$ cat config.mk
export PLATFORM = sky130hd
export DESIGN_NAME = ttt_strategy_fsm
export DESIGN_NICKNAME = d
export VERILOG_FILES = /design/src/rtl/ttt_strategy_fsm.sv
export SDC_FILE = /design/constraint.sdc
export NUM_CORES = 1
export LEC_CHECK = 0
export CORE_MARGIN = 3
export CORE_UTILIZATION = 58
export DETAILED_ROUTE_END_ITERATION = 8
export DONT_BUFFER_PORTS = 1
export PLACE_DENSITY = 0.76
export SETUP_SLACK_MARGIN = 0.3
export SLEW_MARGIN = 20
export SYNTH_ARGS = -nofsm -noshare
export SYNTH_HDL_FRONTEND = slang
export SYNTH_SLANG_ARGS = --single-unit
$ cat constraint.sdc
create_clock -name clock -period 4 [get_ports clock]
set_input_delay 0.6 -clock clock [delete_from_list [all_inputs] [get_ports clock]]
set_output_delay 0.6 -clock clock [all_outputs]
set_load 0.1 [all_outputs]
$ cat src/rtl/ttt_strategy_fsm.sv
// Tic-tac-toe opponent: tracks both players' boards, validates human moves and
// answers with a priority strategy (win, block, centre, corner, edge).
module ttt_strategy_fsm #(
  parameter int                MOVE_W     = 4,
  parameter logic [MOVE_W-1:0] NO_MOVE    = {MOVE_W{1'b1}},
  parameter bit                COMP_FIRST = 1'b0
) (
  input  logic              clock,
  input  logic              reset,
  input  logic [MOVE_W-1:0] hMove,
  output logic [MOVE_W-1:0] cMove,
  output logic              win,
  output logic              hWin,
  output logic              draw,
  output logic              illegal,
  output logic              hTurn
);

  typedef enum logic [2:0] {WAIT_H, THINK, C_WIN, H_WIN, DRAW} state_t;

  // One 9-bit square mask per line; bit i stands for square i+1.
  localparam logic [71:0] LINES = {9'h054, 9'h111, 9'h124, 9'h092,
                                   9'h049, 9'h1C0, 9'h038, 9'h007};
  localparam logic [8:0]  CENTRE  = 9'h010;
  localparam logic [8:0]  CORNERS = 9'h145;
  localparam logic [8:0]  EDGES   = 9'h0AA;
  localparam logic [8:0]  ALL_SQ  = 9'h1FF;

  state_t            state_q, state_d;
  logic [8:0]        h_board_q, h_board_d;
  logic [8:0]        c_board_q, c_board_d;
  logic [MOVE_W-1:0] cmove_q, cmove_d;
  logic              win_q, win_d;
  logic              hwin_q, hwin_d;
  logic              draw_q, draw_d;
  logic              illegal_q, illegal_d;
  logic              hturn_q, hturn_d;

  logic [8:0]        occ, empty;
  logic [8:0]        hm_hot;
  logic              hm_legal;
  logic [7:0]        h_line;
  logic [7:0]        c_line_new;
  logic [8:0]        c_comp_m [8];
  logic [8:0]        h_block_m [8];
  logic [8:0]        win_cand, block_cand;
  logic [8:0]        pick_mask, pick_hot, c_new;
  logic [MOVE_W-1:0] pick_sq;

  assign occ   = h_board_q | c_board_q;
  assign empty = ~occ;

  genvar gi;
  generate
    for (gi = 0; gi < 9; gi++) begin : g_decode
      assign hm_hot[gi] = (hMove == MOVE_W'(gi + 1));
    end

    for (gi = 0; gi < 8; gi++) begin : g_line
      localparam logic [8:0] M = LINES[gi*9 +: 9];
      assign h_line[gi]     = ((h_board_q & M) == M);
      assign c_line_new[gi] = ((c_new & M) == M);
      // A line with two of one player's marks and none of the other's has
      // exactly one empty square, which is the completing/blocking square.
      assign c_comp_m[gi]  = (($countones(c_board_q & M) == 2) && ((h_board_q & M) == 9'd0))
                             ? (M & ~c_board_q) : 9'd0;
      assign h_block_m[gi] = (($countones(h_board_q & M) == 2) && ((c_board_q & M) == 9'd0))
                             ? (M & ~h_board_q) : 9'd0;
    end
  endgenerate

  assign hm_legal = (|hm_hot) && ((hm_hot & occ) == 9'd0);

  always_comb begin
    win_cand   = 9'd0;
    block_cand = 9'd0;
    for (int l = 0; l < 8; l++) begin
      win_cand   = win_cand | c_comp_m[l];
      block_cand = block_cand | h_block_m[l];
    end
  end

  always_comb begin
    pick_mask = 9'd0;
    if (|win_cand)                   pick_mask = win_cand;
    else if (|block_cand)            pick_mask = block_cand;
    else if (|(empty & CENTRE))      pick_mask = CENTRE;
    else if (|(empty & CORNERS))     pick_mask = empty & CORNERS;
    else                             pick_mask = empty & EDGES;
  end

  // Isolating the lowest set bit resolves ties towards the lowest square.
  assign pick_hot = pick_mask & (~pick_mask + 9'd1);
  assign c_new    = c_board_q | pick_hot;

  always_comb begin
    pick_sq = '0;
    for (int i = 0; i < 9; i++) begin
      if (pick_hot[i]) pick_sq = MOVE_W'(i + 1);
    end
  end

  always_comb begin
    state_d   = state_q;
    h_board_d = h_board_q;
    c_board_d = c_board_q;
    cmove_d   = cmove_q;
    win_d     = win_q;
    hwin_d    = hwin_q;
    draw_d    = draw_q;
    illegal_d = 1'b0;
    case (state_q)
      WAIT_H: begin
        if (hMove != NO_MOVE) begin
          if (hm_legal) begin
            h_board_d = h_board_q | hm_hot;
            state_d   = THINK;
          end else begin
            illegal_d = 1'b1;
          end
        end
      end
      THINK: begin
        if (|h_line) begin
          state_d = H_WIN;
          hwin_d  = 1'b1;
        end else if (occ == ALL_SQ) begin
          state_d = DRAW;
          draw_d  = 1'b1;
        end else begin
          cmove_d   = pick_sq;
          c_board_d = c_new;
          if (|c_line_new) begin
            state_d = C_WIN;
            win_d   = 1'b1;
          end else if ((h_board_q | c_new) == ALL_SQ) begin
            state_d = DRAW;
            draw_d  = 1'b1;
          end else begin
            state_d = WAIT_H;
          end
        end
      end
      default: ;
    endcase
    hturn_d = (state_d == WAIT_H);
  end

  always_ff @(posedge clock) begin
    if (reset) begin
      state_q   <= COMP_FIRST ? THINK : WAIT_H;
      h_board_q <= 9'd0;
      c_board_q <= 9'd0;
      cmove_q   <= NO_MOVE;
      win_q     <= 1'b0;
      hwin_q    <= 1'b0;
      draw_q    <= 1'b0;
      illegal_q <= 1'b0;
      hturn_q   <= ~COMP_FIRST;
    end else begin
      state_q   <= state_d;
      h_board_q <= h_board_d;
      c_board_q <= c_board_d;
      cmove_q   <= cmove_d;
      win_q     <= win_d;
      hwin_q    <= hwin_d;
      draw_q    <= draw_d;
      illegal_q <= illegal_d;
      hturn_q   <= hturn_d;
    end
  end

  assign cMove   = cmove_q;
  assign win     = win_q;
  assign hWin    = hwin_q;
  assign draw    = draw_q;
  assign illegal = illegal_q;
  assign hTurn   = hturn_q;

endmodule
* Word-level counts from Yosys, hierarchy flattened
Cells that the tools add are included.
Widths: inputs -> output; s select.
** Word-level totals
- Word-level logic and storage cells :: 205
- Output and inout bits :: 9
- Input bits :: 6
- Bits in registers :: 30
** Operators by class
- Bitwise operators :: 28
- Reduce and logical (&&, ||, !) cells :: 49
- Multiplexer cells :: 40
- Add/subtract/negate cells :: 33
- Equality and inequality tests :: 46
** Operator list (count)
- $logic_not 9->1 :: 17
- $mux 9 :: 10
- $or 9x9->9 :: 8
- $eq 3x2->1 const B :: 16
- $eq 3x3->1 const B :: 16
- $not 9->9 :: 4
- $or 9x7->9 :: 4
- $add 1x1->2 :: 16
- $add 2x1->3 :: 10
- $mux 7 :: 4
- $mux 3 :: 9
- $reduce_or 9->1 :: 3
- $mux 4 :: 5
- $add 1x2->3 :: 6
- $and 9x9->9 :: 2
- $eq 9x9->1 const B :: 2
- $or 6x9->9 :: 2
- $or 9x8->9 :: 2
- $logic_and 1x1->1 :: 17
- $eq 4x3->1 const B :: 4
- $mux 8 :: 2
- $reduce_or 8->1 :: 2
- $mux 6 :: 2
- $or 3x6->6 :: 2
- 18 further kinds :: 31

* Longest topological paths before layout
Gate-level depths: netlist of run 1.
- Depth after elaboration :: 27
- Mapped depth :: 16
- Depth with buffers taken out :: 14

* Worst setup path before layout of run 1
Ideal clock, no wire load.
- Kind :: register -> register
- From :: register h_board_q[4]
- To :: register hturn_q, in the netlist hTurn
- Stages on the path, launching flop included :: 16
- Data arrival time :: 3.747 ns
- Clock period less this slack :: 3.870 ns
- Path buffers :: 1
- Path slack :: 0.130 ns
- Library setup time :: 0.123 ns
- Required time :: 3.877 ns
- Cell sequence :: dfxtp_1 -> inv_1 -> fa_1 -> nand2_1 -> or3_4 -> a31o_4 -> and4_4 -> buf_6 -> a211o_1 -> o31a_4 -> nor4_2 -> a21oi_1 -> o221a_4 -> o22ai_4 -> o31a_1 -> o31ai_2
** On the way
- Word-level cells in the longest chain between the ends :: 27
- Elaborated cells between the ends (all ways) :: 86
- Those cells by class :: 9 x add/sub; 18 x eq/ne; 18 x mux; 22 x bitwise; 19 x reduce/logical
** RTL lines
- start, declared :: line 30 : logic [8:0] h_board_q, h_board_d;
- start signal, assigned :: line 162 : h_board_q <= h_board_d;
- $add 1x1->2 (not written as such) :: line 67 : assign h_block_m[gi] = (($countones(h_board_q & M) == 2) && ((c_board_q & M) == 9'd0))
- $add 1x2->3 (not written as such) :: line 67
- $eq 3x2->1 :: line 67
- $logic_and 1x1->1 :: line 67
- $mux 6 :: line 68 : ? (M & ~h_board_q) : 9'd0;
- $or 3x6->6 :: line 79 : block_cand = block_cand | h_block_m[l];
- $or 6x9->9 :: line 79
- $or 9x7->9 :: line 79
- [... 11 more ...]
- $or 9x9->9 :: line 136 : end else if ((h_board_q | c_new) == ALL_SQ) begin
- $eq 9x9->1 :: line 136
- $mux 3 :: line 136
- $mux 3 :: line 133 : if (|c_line_new) begin
- $mux 3 :: line 127 : end else if (occ == ALL_SQ) begin
- $mux 3 :: line 124 : if (|h_line) begin
- $pmux 3 s2 (*) :: line 112 : case (state_q)
- $logic_not 3->1 (*) :: line 146 : hturn_d = (state_d == WAIT_H);
- end signal, assigned :: line 159 : hturn_q <= ~COMP_FIRST;
- end signal, assigned :: line 169 : hturn_q <= hturn_d;
- end, declared :: line 37 : logic hturn_q, hturn_d;
Every way passes the cells marked *; elsewhere a longest branch is shown, timed or not.
A chain may end at the register's enable or synchronous reset.

* Worst setup path in the final report of run 1
- From :: register h_board_q[1]
- To :: register hturn_q, in the netlist hTurn
** On the way
- Word-level cells in the longest chain between the ends :: 27
- Elaborated cells between the ends (all ways) :: 68
- Those cells by class :: 4 x add/sub; 14 x eq/ne; 15 x mux; 22 x bitwise; 13 x reduce/logical
** RTL lines (line)
- $add 1x1->2 (not written as such) :: 67
- $add 2x1->3 (not written as such) :: 67
- $eq 3x2->1 :: 67
- $logic_and 1x1->1 :: 67
- $mux 3 :: 68
- $or 3x6->6 :: 79
- $or 6x9->9 :: 79
- $or 9x7->9 :: 79
- [... 11 more ...]
- $or 9x9->9 :: 136
- $eq 9x9->1 :: 136
- $mux 3 :: 136
- $mux 3 :: 133
- $mux 3 :: 127
- $mux 3 :: 124
- $pmux 3 s2 (*) :: 112
- $logic_not 3->1 (*) :: 146
Marks and branches as above.

==> impl_results.md, run 1 <==
- Outcome: finished, final reports clean
- Insertion delay to the later sink of the worst-skew pair: 0.29 ns
- Post-synth EDFFs: 0
- Area Overhead vs Synth: 31.26%
- Ant. Diodes: 0
- CP max FO: 6
- Syn avg cell area: 8.387 sq um
- Cell Area, Synth: 0.002910 sq mm
- Layout Utilization: 0.7982
- Fin nets: 429
- Footprint of the multi-input gates: 0.002436 sq mm
- CTS Hold Bufs: 0
- Pre-CTS setup slack: 0.07545 ns
- CP delay by family, top: simple AND/OR/NAND/NOR gates
- Gate count of the mapped netlist: 347
- Critical Path RT: 4.16 ns
- Final WL: 10,760 um
- Post-DR vias/cell: 6.985
- Share of cells above drive strength 1: 0.3869
- Critical Path Sink Type: flop
- PD cells: 273.8 mW/mm^2
- Post-route setup slack: 0.1185 ns
- WP data arrival: 4.04 ns
- CTS tree: yes
- Maximum vdd ir drop: 281.8 uV
- DRC viols: 0
- Critical Path Max Stage Delay: 0.57 ns
- Max-Cap Viols: 0
- Syn nets: 378
- Number of distinct library cells after synthesis: 82
- Tightest Hold Check Type: input pin to flop
- Crit path time final: 3.881 ns
- CP Class: flop to flop
- IO Port Bufs: 0
- Crit path buf inv count: 2
- Overflow after GRT: 0
- DR pass1 iterations: 5
- Pin count of the biggest net entering global routing: 26
- Yosys top cell by area: dfxtp_1
- Initial antenna violation count: 0
- Root buf cell: clkbuf_8
- Clock Path Buffers: 2
- Post-synthesis sequential area ratio: 0.2064
- GRT Util Overall: 0.3355
- Final hold violation count: 0
- Worst Skew: 0.01032 ns
- Top post-synthesis cells by count: nor2_1, a21oi_1, dfxtp_1, inv_1, nand2_1
- H-tree depth: 2
- CORE AREA: 0.004786 sq mm
- Primary FF master, synth: dfxtp_1
- Synth Register Bits: 30
- Clk pin slew, worst setup/hold paths: 0.07 ns
- Crit-path cells: inv_1, fa_1, nand4bb_2, o2bb2ai_2, nor2_1, and4_4, buf_4, a31oi_4, o21bai_4, or4_4, nor3_4, o22ai_2, a21boi_2, nor3b_2, o31ai_2
- Final setup viols: 0
- # rows: 25
- TritonCTS buffer count: 5
- Dpl hpwl: 7198 um
- Chip width: 76.84 um
- Area of the die: 0.005904 sq mm
- Layout fillers: 307
- FF+latch area: 613.1 sq um
- Ys async rst share: 0
- Top Ports: 15
- Vias in the first global route: 3,099
- Final Total Pwr: 0.001046 W
- Gpl congestion: 1.055
- Via count: 3,248
- Leakage: 1.419 nW
- Top post-synthesis cells by area: dfxtp_1, fa_1, a21oi_1, nor2_1, ha_1
- Post-route ant nets: 0
- RSZ-0062 raised after global routing: true
- First-pass GRT wire length: 15,620 um
- Max Fclk: 0.2576 GHz
- CTS Sinks: 30
- Area share of the largest cell type after synthesis: 0.2064
- DRT iter0 DRCs: 499
- Worst rel slew slack: 0.2358
- Ys Warns: 0
- Die H: 76.84 um
- Worst-Margin Slew: 1.136 ns
- Slowest CP cell: fa_1
- Effective utilization at floorplan: 0.6081
- Routed WL per cell: 23.13 um
- Top-count cell post-synth: nor2_1
- Period utilization: 0.9704
- Slew Limit Fails: 0
- Setup crit start kind: flop
-- repair_timing --
action,CTS,global route
resized for setup,24,45
endpoints found under the setup margin,5,10
pin swaps,15,20
setup buffers,13,11
-- flip-flops by register name, indices dropped and copies added (netlist names) --
signal     count
state_q        3
draw           1
cMove          4
hTurn          1
illegal        1
c_board_q      9
h_board_q      9
hWin           1
win            1
-- report_power, final --
group	leakage, nW	internal [W]	switching, W	total [W]
clock network	0.0573	0.000199	0.000114	0.000313
logic	1.11	0.000153	0.000212	0.000365
registers	0.247	0.000311	0.0000567	0.000367
total	1.42	0.000663	0.000383	0.00105
-- placed cells by master (no fill, tap or decap), types with 3 or more instances in the layout --
cell type / Yosys / routed
a21o_1: 4 / 4
o21ai_0: 10 / 9
a21oi_2: 0 / 6
a21oi_1: 31 / 24
dfxtp_2: 0 / 4
nor2_2: 2 / 3
ha_1: 9 / 9
nand2_1: 23 / 22
nor4b_4: 0 / 4
or2_1: 3 / 3
clkbuf_8: 0 / 6
o2bb2ai_2: 0 / 4
o21ai_1: 3 / 4
nor2b_1: 4 / 4
buf_4: 3 / 60
a31oi_4: 0 / 3
o31a_1: 3 / 3
nor3b_1: 5 / 3
nor2_1: 41 / 39
nor3_1: 10 / 9
dfxtp_1: 30 / 24
a31oi_1: 13 / 8
nand4_1: 5 / 5
nand3b_1: 6 / 6
fa_1: 16 / 16
inv_1: 24 / 16
inv_2: 2 / 6
o31ai_2: 1 / 3
-- worst reg2reg max path, cell delays in order (launching register included) --
cell and delay [ns]:
dfxtp_1 0.34, inv_1 0.12, fa_1 0.57, nand4bb_2 0.23
o2bb2ai_2 0.28, nor2_1 0.11, and4_4 0.19, buf_4 0.14
a31oi_4 0.14, o21bai_4 0.13, or4_4 0.55, nor3_4 0.34
o22ai_2 0.12, a21boi_2 0.21, nor3b_2 0.22, o31ai_2 0.08
-- per-stage QoR --
stage / std cells / setup TNS (ns) / cell area, sq um / hold slack, ns
final: 465 / 0 / 3820 / 0.3748
after global routing: 465 / -0.04953 / 3820 / 0.3717
after CTS: 454 / 0 / 3487 / 0.3747
after detailed placement: 434 / 0 / 3191 / 0.4918
after floorplan: 347 / 0 / 2957 / 0.4643
after global placement: 434 / 0 / 3191 / 0.4809
-- area by class of cell --
cell class / count / area share
repair buffers: 61 / 0.1209
multi-input cells: 274 / 0.6377
inverters: 26 / 0.02948
flip-flops and latches: 30 / 0.1605
well taps: 67 / 0.02195
clock inverters: 1 / 0.007861
clock buffers: 6 / 0.02162
-- per-layer routing --
| metal | vias up | track usage | part of all wire |
|---|---|---|---|
| li1 | 1385 | - | - |
| met1 | 1486 | 0.4251 | 0.36 |
| met2 | 284 | 0.5627 | 0.46 |
| met3 | 93 | 0.05047 | 0.11 |
| met4 | 0 | 0.1486 | 0.067 |
| met5 | - | 0 | 0 |
-- final timing paths --
| check | from | to | slack [ns] | cells past startpoint |
|---|---|---|---|---|
| worst max-delay path | h_board_q[1]$_SDFFE_PP0P_ | hTurn$_SDFF_PP1_ | 0.12 | 15 |
| worst min-delay path | reset | c_board_q[3]$_SDFFE_PP0P_ | 0.37 | 1 |
| worst max register to register | h_board_q[1]$_SDFFE_PP0P_ | hTurn$_SDFF_PP1_ | 0.12 | 15 |
| worst min register to register | state_q[1]$_SDFF_PP0_ | state_q[1]$_SDFF_PP0_ | 0.51 | 1 |
-- kinds of logic (layout without fill, tap and decap cells) --
family,count (synthesis),in the layout,synth area share
simple gates,135,135,0.2747
buf+inv,43,94,0.07738
compound gates,114,114,0.2928
flops,30,30,0.2064
fa+ha+maj,25,25,0.1488
Power figures use the tool's default switching activity.
==> run 2: changes to the inputs <==
--- a/config.mk
+++ b/config.mk
@@ -9,6 +9,8 @@
 export CORE_UTILIZATION = 58
 export DETAILED_ROUTE_END_ITERATION = 8
 export DONT_BUFFER_PORTS = 1
+export HOLD_SLACK_MARGIN = 0.02
+export MAX_ROUTING_LAYER = met4
 export PLACE_DENSITY = 0.76
 export SETUP_SLACK_MARGIN = 0.3
 export SLEW_MARGIN = 20
==> run 2 against run 1 <==
  * Total power down 7.6%
  * Largest power group unchanged
  * Clock skew down 0.0070 ns
  * Worst hold slack worse by 0.0054 ns
  * Register-to-register slack about the same
==> impl_results.md, run 2 (same netlist as run 1, synthesis figures left out) <==
- Post-route ant nets: 0
- Initial antenna violation count: 0
- Root buf cell: clkbuf_8
- Post-DR vias/cell: 6.745
- Critical Path RT: 4.17 ns
- CP delay by family, top: simple AND/OR/NAND/NOR gates
- Post-route setup slack: 0.1142 ns
- Dpl hpwl: 7073 um
- Fin nets: 418
- Die H: 76.84 um
- First-pass GRT wire length: 15,580 um
- Worst setup path startpoint: h_board_q[2]$_SDFFE_PP0P_
- TritonCTS buffer count: 5
- Max Fclk: 0.2573 GHz
- Final setup viols: 0
- Slew Limit Fails: 0
- Layout fillers: 326
- Period utilization: 0.9714
- Via count: 3,069
- CTS tree: yes
- Gpl congestion: 1.085
- Critical Path Max Stage Delay: 0.56 ns
- # rows: 25
- Leakage: 1.364 nW
- Vias in the first global route: 3,041
- Crit path buf inv count: 2
- DRC viols: 0
- RSZ-0062 raised after global routing: true
- Ant. Diodes: 0
- Share of cells above drive strength 1: 0.3711
- Slowest CP cell: or4_4
- Worst rel slew slack: 0.2971
- Insertion delay to the later sink of the worst-skew pair: 0.29 ns
- Routed WL per cell: 21.98 um
- Leading cell types in the layout, fill and taps excluded: buf_4, nor2_1, a21oi_1, dfxtp_1, nand2_1
- Chip width: 76.84 um
- CTS Sinks: 30
- Clock Path Buffers: 2
- DR pass1 iterations: 5
- Crit-path cells: inv_4, fa_1, nand2_2, or3_4, a31o_4, and4_4, buf_6, a31oi_4, o21bai_4, or4_4, nor3_4, o22ai_2, a21boi_4, nor3b_4, o31ai_2
- DRT iter0 DRCs: 284
- Worst Skew: 0.003332 ns
- Pre-CTS setup slack: 0.09014 ns
- Final WL: 10,000 um
- H-tree depth: 2
- CTS Hold Bufs: 0
- Footprint of the multi-input gates: 0.002425 sq mm
- PD cells: 260.1 mW/mm^2
- Pin count of the biggest net entering global routing: 26
- CP Class: flop to flop
- Maximum vdd ir drop: 257.8 uV
- WP data arrival: 4.06 ns
- Area of the die: 0.005904 sq mm
- Worst-Margin Slew: 1.053 ns
- Setup crit start kind: flop
- Outcome: finished, final reports clean
- Worst Hold Launch: reset
- Crit path time final: 3.886 ns
- Effective utilization at floorplan: 0.6081
- Commonest non-fill, non-tap cell in the layout: buf_4
- CORE AREA: 0.004786 sq mm
- Reg2reg start: h_board_q[2]$_SDFFE_PP0P_
- Final hold violation count: 0
- Top Ports: 15
- Overflow after GRT: 0
- Layout Utilization: 0.7762
- Critical Path Sink Type: flop
- GRT Util Overall: 0.3480
- FF+latch area: 609.3 sq um
- CP max FO: 6
- Clk pin slew, worst setup/hold paths: 0.06 ns
- Max-Cap Viols: 0
- Tightest Hold Check Type: input pin to flop
- IO Port Bufs: 0
- Area Overhead vs Synth: 27.64%
## run 2: cell count changes in the layout (fill, tap and decap cells not counted), sizes merged
| cell | previous run | this run |
|---|---|---|
| clkbuf | 6 | 7 |
| buf | 61 | 50 |
| bufinv | 1 | 0 |
| clkinv | 0 | 1 |
## run 2: routing by layer
metal  vias up  global-route usage  routed length (um)
met5         -                   -                   0
met4         0              0.2174                 502
met3        55             0.07277                 995
met2       213              0.5531                4705
met1      1442              0.4001                3797
li1       1359                   -                   -
## run 2: metrics by stage
| step | hold WS (ns) | TNS, ns | cells | instance area, sq um | power, W |
|---|---|---|---|---|---|
| after global placement | 0.4788 | 0 | 426 | 3131 | 0.0006440 |
| after CTS | 0.3649 | 0 | 449 | 3511 | 0.0009394 |
| after global routing | 0.3593 | -0.08526 | 455 | 3715 | 0.001007 |
| after floorplan | 0.4643 | 0 | 347 | 2957 | 0.0005847 |
| after detailed placement | 0.4951 | 0 | 426 | 3131 | 0.0006473 |
| final | 0.3694 | 0 | 455 | 3715 | 0.0009664 |
## run 2: worst paths after layout
check,endpoint,depth (start not counted),slack [ns]
worst max-delay path,hTurn$_SDFF_PP1_,15,0.11
worst max register to register,hTurn$_SDFF_PP1_,15,0.11
worst min-delay path,c_board_q[2]$_SDFFE_PP0P_,1,0.37
worst min register to register,state_q[1]$_SDFF_PP0_,1,0.50
## run 2: repair_timing
item / 4_1_cts / 5_1_grt
endpoints found under the setup margin: 5 / 7
setup buffers: 15 / 6
pin swaps: 17 / 24
gates resized for setup: 38 / 32
cloned: 0 / 0
## run 2: where the power goes
part	internal, W	total (W)	leakage, nW	switching, W
Clock	0.000139	0.000255	0.0482	0.000116
Sequential	0.000311	0.000367	0.246	0.0000552
Combinational	0.000149	0.000345	1.07	0.000196
## run 2: area by class of cell
class                           count  share of cell area
Clock inverter                      1            0.001347
Sequential cell                    30              0.1640
Multi-Input combinational cell    274              0.6527
Clock buffer                        7             0.02324
Timing Repair Buffer               50              0.1064
Tap cell                           67             0.02257
Inverter                           26             0.02964
## run 2: worst reg2reg max path, stage by stage, from the launching register on
cell,delay [ns]
dfxtp_2,0.35
inv_4,0.05
fa_1,0.54
nand2_2,0.07
or3_4,0.33
a31o_4,0.23
and4_4,0.22
buf_6,0.13
a31oi_4,0.14
o21bai_4,0.09
or4_4,0.56
nor3_4,0.36
o22ai_2,0.17
a21boi_4,0.21
nor3b_4,0.25
o31ai_2,0.08
==> run 3: changes to the inputs <==
--- a/config.mk
+++ b/config.mk
@@ -10,9 +10,8 @@
 export DETAILED_ROUTE_END_ITERATION = 8
 export DONT_BUFFER_PORTS = 1
 export HOLD_SLACK_MARGIN = 0.02
-export MAX_ROUTING_LAYER = met4
 export PLACE_DENSITY = 0.76
-export SETUP_SLACK_MARGIN = 0.3
+export SETUP_SLACK_MARGIN = 0.1
 export SLEW_MARGIN = 20
 export SYNTH_ARGS = -nofsm -noshare
 export SYNTH_HDL_FRONTEND = slang
==> run 3 against run 2 <==
  * Clock-buffer cell count fell by 1
  * Final cell count fell by 1.8%
  * Utilization fell by 5.1 points
  * Non-clock buffer count fell by 8
  * Critical path depth did not move
  * Critical path type unchanged
  * Largest power group unchanged
  * Highest routed layer unchanged
==> impl_results.md, run 3 (same netlist as run 1, synthesis figures left out) <==
- Worst Skew: 0.009073 ns
- IO Port Bufs: 0
- Clock Path Buffers: 2
- Post-DR vias/cell: 7.072
- Area of the die: 0.005904 sq mm
- Overflow after GRT: 0
- Insertion delay to the later sink of the worst-skew pair: 0.29 ns
- CP Class: flop to flop
- H-tree depth: 2
- Ant. Diodes: 0
- Logic pwr share: 0.337
- Final hold violation count: 0
- WHS Path Cells: 1
- Die H: 76.84 um
- Final WL: 9803 um
- Met1 Track Usage GR: 0.4238
- M3 GR Usage: 0.07394
- Critical Path RT: 4.18 ns
- CTS Hold Bufs: 0
- Area after DPL: 0.003099 sq mm
- CP max FO: 7
- Fin nets: 410
- Worst Hold Launch: reset
- Reg2Reg Setup Slack: 0.14 ns
- TritonCTS buffer count: 5
- Busiest grt layer: met2
- DRC viols: 0
- P_int: 0.0005855 W
- DRT iter0 DRCs: 504
- Top Ports: 15
- Initial antenna violation count: 0
- Setup crit start kind: flop
- Final setup viols: 0
- PD cells: 280.5 mW/mm^2
- Pin count of the biggest net entering global routing: 26
- # rows: 25
- Worst rel slew slack: 0.3239
- Design Area, Final: 0.003472 sq mm
- Tightest Hold Check Type: input pin to flop
- Critical R2R Capture: hTurn$_SDFF_PP1_
- CTS Sinks: 30
- Routed WL per cell: 21.93 um
- Outcome: finished, final reports clean
- Reg2reg start: h_board_q[4]$_SDFFE_PP0P_
- Gpl congestion: 1.028
- CORE AREA: 0.004786 sq mm
- Layout fillers: 360
- Vias in the first global route: 2,976
- CTS tree: yes
- Root buf cell: clkbuf_8
- Post-route ant nets: 0
- Crit path time final: 3.860 ns
- First-pass GRT wire length: 15,020 um
- GRT Util Overall: 0.3206
- Chip width: 76.84 um
- Effective utilization at floorplan: 0.6081
- Period utilization: 0.9649
- Slew Limit Fails: 0
- DR pass1 iterations: 6
- Final Total Pwr: 0.0009739 W
- WP data arrival: 4.04 ns
- R2R cell count: 15
- Dpl hpwl: 6805 um
- Final std cells w/o fill: 447
- Worst-Margin Slew: 1.013 ns
- Area Overhead vs Synth: 19.30%
- Placed Cells: 428
- NetSw: 0.0003885 W
- Via count: 3,161
- Critical Path Sink Type: flop
- Leakage: 1.237 nW
- Seq pwr share: 0.378
- Sw Share: 0.3989
- Total negative setup slack: 0 ns
- Share of cells above drive strength 1: 0.3395
- Leading cell types in the layout, fill and taps excluded: nor2_1, buf_4, a21oi_1
- Max Fclk: 0.2591 GHz
- Maximum vdd ir drop: 277.8 uV
- Max-Cap Viols: 0
- Clock power frac: 0.285
- Clk pin slew, worst setup/hold paths: 0.08 ns
- RSZ-0062 raised after global routing: true
- Grt met2 use: 0.4974
- Hold Crit Endpoint: c_board_q[1]$_SDFFE_PP0P_
run 3: cell types whose count changed in the layout (fill, tap and decap cells not counted), sizes merged:
cell,delta
buf,-8
clkbuf,-1
clkinvlp,+1
run 3: critical path, stage by stage (launching register included):
cell and delay [ns]:
dfxtp_2 0.36, inv_4 0.06, fa_1 0.50, nand2_1 0.07, or3_4 0.34, a31o_4 0.24
and4_4 0.19, a211o_1 0.31, o31a_4 0.39, buf_6 0.14, nor4_4 0.26, a21oi_2 0.13
o221a_4 0.27, o22ai_4 0.22, o31a_1 0.19, o31ai_2 0.08
run 3: stage by stage:
step                setup WS (ns)  hold slack, ns    util
floorplan                  0.1298          0.4643       -
global placement           0.1063          0.4813  0.6476
detailed placement        0.04639          0.4862  0.6476
CTS                        0.1200          0.3692  0.6855
global route             0.002542          0.3656  0.7255
finish                     0.1403          0.3605  0.7255
run 3: metal layers:
layer  wire (um)  part of all wire  vias up
met3        1149              0.12       83
li1            -                 -     1348
met1        3812              0.39     1479
met5           0                 0        -
met4         643             0.066        0
met2        4198              0.43      251
run 3: timing repair:
item,CTS,global route
pin swaps,5,9
resized for setup,20,37
endpoints found under the setup margin,4,5
buffers inserted,2,9
run 3: how the worst max path moves through the flow:
| stage | to | from | slack, ns |
|---|---|---|---|
| floorplan | hTurn$_SDFF_PP1_ | h_board_q[4]$_SDFFE_PP0P_ | 0.13 |
| global placement | hTurn$_SDFF_PP1_ | c_board_q[2]$_SDFFE_PP0P_ | 0.11 |
| detailed placement | hTurn$_SDFF_PP1_ | c_board_q[2]$_SDFFE_PP0P_ | 0.05 |
| CTS | hTurn$_SDFF_PP1_ | c_board_q[2]$_SDFFE_PP0P_ | 0.12 |
| global route | hTurn$_SDFF_PP1_ | h_board_q[1]$_SDFFE_PP0P_ | 0.003 |
| finish | hTurn$_SDFF_PP1_ | h_board_q[4]$_SDFFE_PP0P_ | 0.14 |
run 3: power by group through the flow:
stage | clock [W] | combinational [W] | sequential, W
2_1_floorplan | 0 | 0.000198 | 0.000373
3_3_place_gp | 0 | 0.000256 | 0.000372
3_5_place_dp | 0 | 0.000259 | 0.000373
4_1_cts | 0.000274 | 0.000287 | 0.000367
5_1_grt | 0.000287 | 0.000349 | 0.000369
6_report | 0.000277 | 0.000329 | 0.000368
run 3: area by class of cell:
| class | count | area (sq um) | share of cell area |
|---|---|---|---|
| multi-input cells | 274 | 2257 | 0.6501 |
| flip-flops and latches | 30 | 611.8 | 0.1762 |
| repair buffers | 42 | 319.1 | 0.09189 |
| inverters | 26 | 105.1 | 0.03027 |
| well taps | 67 | 83.83 | 0.02414 |
| clock buffers | 6 | 82.58 | 0.02378 |
| clock inverters | 2 | 12.51 | 0.003604 |
